$ cat src/rtl/data_path.sv
// Single-cycle MIPS-style datapath: PC sequencing, 32x32 register file,
// sign extension and an 8-function ALU driven by externally decoded controls.
module data_path (
  input  logic        clk,
  input  logic        rst,
  input  logic        Jump,
  input  logic        Branch,
  input  logic [2:0]  ALU_Control,
  input  logic        ALUSrc_B,
  input  logic        RegWrite,
  input  logic        RegDst,
  input  logic        MemtoReg,
  input  logic [25:0] inst_field,
  input  logic [31:0] Data_in,
  output logic [31:0] PC_out,
  output logic [31:0] ALU_out,
  output logic [31:0] Data_out
);

  typedef enum logic [2:0] {
    ALU_AND = 3'b000,
    ALU_OR  = 3'b001,
    ALU_ADD = 3'b010,
    ALU_XOR = 3'b011,
    ALU_NOR = 3'b100,
    ALU_SRL = 3'b101,
    ALU_SUB = 3'b110,
    ALU_SLT = 3'b111
  } alu_op_t;

  alu_op_t     alu_op;
  logic [4:0]  rs;
  logic [4:0]  rt;
  logic [4:0]  rd;
  logic [4:0]  wr_addr;
  logic [15:0] imm;
  logic [25:0] target;

  logic [31:0] regs [32];
  logic [31:0] rs_data;
  logic [31:0] rt_data;
  logic [31:0] ext;
  logic [31:0] op_a;
  logic [31:0] op_b;
  logic [31:0] alu_res;
  logic [31:0] wb_data;
  logic        zero;

  logic [31:0] pc_reg;
  logic [31:0] pc4;
  logic [31:0] pc_branch;
  logic [31:0] pc_jump;
  logic [31:0] pc_next;

  // Instruction field extraction
  assign rs     = inst_field[25:21];
  assign rt     = inst_field[20:16];
  assign rd     = inst_field[15:11];
  assign imm    = inst_field[15:0];
  assign target = inst_field[25:0];
  assign alu_op = alu_op_t'(ALU_Control);

  // Register 0 is hardwired; the read mux hides whatever its storage holds.
  assign rs_data = (rs == 5'd0) ? '0 : regs[rs];
  assign rt_data = (rt == 5'd0) ? '0 : regs[rt];

  assign ext  = {{16{imm[15]}}, imm};
  assign op_a = rs_data;
  assign op_b = ALUSrc_B ? ext : rt_data;

  always_comb begin
    alu_res = '0;
    case (alu_op)
      ALU_AND: alu_res = op_a & op_b;
      ALU_OR:  alu_res = op_a | op_b;
      ALU_ADD: alu_res = op_a + op_b;
      ALU_XOR: alu_res = op_a ^ op_b;
      ALU_NOR: alu_res = ~(op_a | op_b);
      ALU_SRL: alu_res = op_a >> op_b[4:0];
      ALU_SUB: alu_res = op_a - op_b;
      ALU_SLT: alu_res = {31'd0, ($signed(op_a) < $signed(op_b))};
      default: alu_res = '0;
    endcase
  end

  assign zero = (alu_res == '0);

  // Write-back selection
  assign wr_addr = RegDst ? rd : rt;
  assign wb_data = MemtoReg ? Data_in : alu_res;

  // Next-PC selection; jump outranks a taken branch
  assign pc4       = pc_reg + 32'd4;
  assign pc_branch = pc4 + {ext[29:0], 2'b00};
  assign pc_jump   = {pc4[31:28], target, 2'b00};

  always_comb begin
    pc_next = pc4;
    if (Jump) begin
      pc_next = pc_jump;
    end else if (Branch && zero) begin
      pc_next = pc_branch;
    end
  end

  always_ff @(posedge clk or posedge rst) begin
    if (rst) begin
      pc_reg <= '0;
    end else begin
      pc_reg <= pc_next;
    end
  end

  always_ff @(posedge clk or posedge rst) begin
    if (rst) begin
      for (int unsigned i = 0; i < 32; i++) begin
        regs[i] <= '0;
      end
    end else if (RegWrite && (wr_addr != 5'd0)) begin
      regs[wr_addr] <= wb_data;
    end
  end

  assign PC_out   = pc_reg;
  assign ALU_out  = alu_res;
  assign Data_out = rt_data;

endmodule

$ cat config.mk
export PLATFORM = sky130hd
export DESIGN_NAME = data_path
export DESIGN_NICKNAME = d
export VERILOG_FILES = /design/src/rtl/data_path.sv
export SDC_FILE = /design/constraint.sdc
export NUM_CORES = 2
export LEC_CHECK = 0
export BUFFER_PORTS_ARGS = -buffer_cell sky130_fd_sc_hd__buf_2
export CORE_ASPECT_RATIO = 0.5
export CORE_MARGIN = 5
export CORE_UTILIZATION = 35
export CTS_CLUSTER_SIZE = 20
export DETAILED_ROUTE_END_ITERATION = 8
export GPL_TIMING_DRIVEN = 0
export SYNTH_ARGS = -nofsm -noshare
export SYNTH_HDL_FRONTEND = slang
export SYNTH_SLANG_ARGS = --single-unit
$ cat constraint.sdc
create_clock -name clk -period 49.2 [get_ports clk]
set_clock_uncertainty 0.15 [all_clocks]
set_input_delay 0 -clock clk [delete_from_list [all_inputs] [get_ports clk]]
set_output_delay 0 -clock clk [all_outputs]
set_load 0.02 [all_outputs]
==> results list <==
- In this design, the stage delay of the slowest critical-path cell is 1240 ps.
* Number of buffers on the longest clock path: 3
- Number of nets in the layout: 6,885
- The critical path ends at PC_out[3]$_DFF_PP0_.
- Setup ws final: 35,900 ps
- In the global route stage, overall resource usage came out at 32.0%.
- Total clock sinks: 1,054
- Core utilization of the finished layout: 40.1%
- Counting I/O delays and the setup requirement, the final critical path takes 13,300 ps.
- Gate Count Post-Synth: 6,313
- Starting Density: 35.2%
- Commonest register cell after synthesis: dfrtp_1
* Biggest area consumer among synthesized cells: dfrtp_1
- For the worst setup path, the data arrival time is 13,790 ps.
- Placed cell area: 0.0674 sq mm
- The synthesized design devotes to its leading area cell type 41.7% of total area.
* Worst hold-check path type: input port to flop
- After detailed routing, the number of vias per cell comes to 6.54.
- Summed over all cells, the static leakage comes to 0.0309 uW.
* Final RePlAce weighted congestion: 1.03
- After legalization and detailed placement, the total HPWL measured 227,000 microns.
* Die Width: 611 microns
* Floorplan die area: 0.190 sq mm
- Across the run, the number of max-cap violations was 8.
* Peak supply drop: 0.0000274 V
- TritonCTS built the clock tree.
* Setup Viol. Count Final: 0
* YS warnings: 0
* Clock latency at the later pin of the worst-skew pair: 800 ps
- After layout, the worst path uses 27.0% of the clock period.
- Transition at the pin with the smallest max-transition slack: 1650 ps
- Launching element type of the critical path: input port
* Clock-pin slew on the worst setup and hold paths: 60 ps
* Vertical extent of the die: 311 microns
- Number of violations reported at the end of detailed-routing iteration 0: 10,400
- From synthesis to final layout, the design area changed by 14.0%.
- Post-cts sizing count: 0
- Number of H-tree levels: 3
* First-pass GRT wire length: 436,000 microns
- Power spread over the standard cell area amounts to 43.3 mW/mm^2.
* Logic depth of the worst register-to-register path: 25
- Final hold violation count: 0
* End of the worst register-to-register path: PC_out[3]$_DFF_PP0_
- After clock tree synthesis, the flow added hold-fix buffers numbering 83.
- Core ar.: 0.180 sq mm
- Vias after detailed routing: 60,200
- The checks that failed: max-capacitance violations, max-slew violations.
- Worst slew slack as a fraction of its limit: -9.77%
- The synthesized design contains 1,054 register bits.
* Count of buffers from port buffering: 154
* Summed instance area of the synthesized netlist: 0.0633 sq mm
* Number of distinct standard cells referenced by the synthesized netlist: 89
- Summing all non-filler instances in the final layout gives an area of 0.0721 sq mm.
* Overall overflow remaining after global route: 0
- In this run the clock root is driven by a clkbuf_16.
- Count of final max-slew check failures: 77
- Core Rows: 110
* RSZ-0062 raised after global routing: no
- Prior to clock tree synthesis, the placed netlist has a worst setup slack of 36,210 ps.
- Most used cell, CP: o21ai_0
- Number of enable-type register cells in the synthesized netlist: 0
- After synthesis, the share of flip-flops with an asynchronous set or reset is 100%.
- Buffers inserted during clock tree synthesis total 108.
- In the final layout, the share of cells above drive strength 1 is 15.3%.
- Nature of the critical path endpoint: flop
- After detailed routing, the number of remaining DRC violations is 0.
- Reg-to-reg slack, setup: 37,880 ps
- Final routed wirelength across all metal layers: 313,000 microns
- Hold slack: 33.7 ps
* Maximum clock frequency: 75.2 MHz
- After synthesis, flip-flops and latches occupy 41.7% of the total area.
* Via count of the first global-routing pass: 56,900
* Final ANT Viol Nets: 0
- In this run the worst path has a maximum fanout of 10.
* Critical Path Slowest Stage Cell: a2111oi_0
- Synthesized area per cell: 10.0 sq um
- Number of search-and-repair iterations in the first detailed-routing pass: 9
* Leading cell type in the layout, fill and taps excluded: nand2_1
- Buffers inserted by post-CTS timing repair: 0
* IO Count: 165
* Maximum number of pins on one net before global-route repair: 128
- At the worst endpoint, the required time is 49,690 ps.
- Kind of critical path: input port to flop
* Number of antenna violations at the first check in global routing: 22
* Total Negative Setup Slacks: 0 ps
- In this run the critical register-to-register path is launched from regs[514]$_DFFE_PP0P_.
* Result of the run: complete, but fails checks
- In the post-synthesis netlist, the biggest area contributors are dfrtp_1 (42%), mux4_2 (18%), o21ai_0 (8.8%).
- Routed len/inst: 34.1 microns
* Commonest cells after routing, fill and taps aside: nand2_1 (1,228), o21ai_0 (1,108), dfrtp_1 (1,054), mux4_2 (507), clkbuf_1 (474)
- Worst setup startpoint: inst_field[16]
## per-stage QoR
| stage | std cells | total power [uW] |
|---|---|---|
| 2_1_floorplan | 6314 | 1800 |
| 3_3_place_gp | 8876 | 2150 |
| 3_5_place_dp | 8895 | 2170 |
| 4_1_cts | 9179 | 3050 |
| 5_1_grt | 9184 | 3220 |
| 6_report | 9203 | 3120 |
## cells by family (layout without fill, tap and decap cells)
kind of cell | after synthesis | after routing | synth area share, %
fa+ha+maj | 133 | 133 | 2.67
flops | 1054 | 1054 | 41.7
xor+xnor | 87 | 87 | 1.22
buf+inv | 745 | 1205 | 4.79
mux | 735 | 735 | 21.7
compound gates | 1795 | 1795 | 16.3
simple gates | 1763 | 1763 | 11.6
other cells | 1 | 23 | 0.00593
## synthesized netlist by cell type, drive strengths merged, types with 8 or more instances
master / n
a2111oi: 12
a211oi: 37
a21o: 26
a21oi: 166
a221o: 9
a221oi: 14
a22oi: 31
a31oi: 37
and2: 15
and3: 13
buf: 124
clkbuf: 463
dfrtp: 1054
ha: 130
inv: 155
mux2: 21
mux2i: 207
mux4: 507
nand2: 1228
nand2b: 31
nand3: 72
nand4: 15
nor2: 230
nor2b: 26
nor3: 66
nor3b: 8
nor4: 10
o211ai: 16
o21a: 43
o21ai: 1131
o21bai: 23
o221ai: 35
o22ai: 101
o2bb2ai: 9
o31ai: 32
o32a: 8
o32ai: 10
or2: 10
or3: 11
or4: 11
xnor2: 69
xor2: 18
## per-layer routing
layer  share of wire [%]  global-route usage (%)
met1                  36                    40.5
met2                  40                    43.3
met3                  17                    17.0
met4                 6.9                    18.0
met5               0.039                   0.275
## area by class of cell
| cell class | instances | area (sq um) |
|---|---|---|
| inverter | 158 | 601 |
| buffer | 587 | 2450 |
| clock inverter | 46 | 549 |
| multi-input combinational | 4515 | 33900 |
| clock buffer | 155 | 3170 |
| antenna | 21 | 52.6 |
| timing repair buffer | 259 | 1990 |
| fill | 17900 | 108000 |
| tap | 2408 | 3010 |
| sequential | 1054 | 26400 |
## flip-flops by register name (all words and copies together) (netlist names)
signal  cells
regs     1024
PC_out     30
## power breakdown
part | internal (uW) | switching, uW | leakage [uW]
Sequential | 1060 | 166 | 0.0139
Clock | 493 | 395 | 0.00183
Combinational | 386 | 620 | 0.0152
Total | 1940 | 1180 | 0.0309
## critical path: cells and delay by family
family	cells	cell delay [ps]
buf+inv	13	6330
compound gates	14	5120
simple gates	5	1620
fa+ha+maj	1	500
mux	1	170
## how the worst min path moves through the flow
stage	slack, ps	endpoint	from	cells after the start
after global placement	150	PC_out[4]$_DFF_PP0_	inst_field[2]	3
final	30	regs[404]$_DFFE_PP0P_	Data_in[20]	4
after CTS	4	regs[404]$_DFFE_PP0P_	Data_in[20]	4
after floorplan	-30	PC_out[4]$_DFF_PP0_	inst_field[2]	2
after global routing	20	regs[404]$_DFFE_PP0P_	Data_in[20]	4
after detailed placement	-20	regs[512]$_DFFE_PP0P_	rst	2
(Power assumes the default switching activity.)
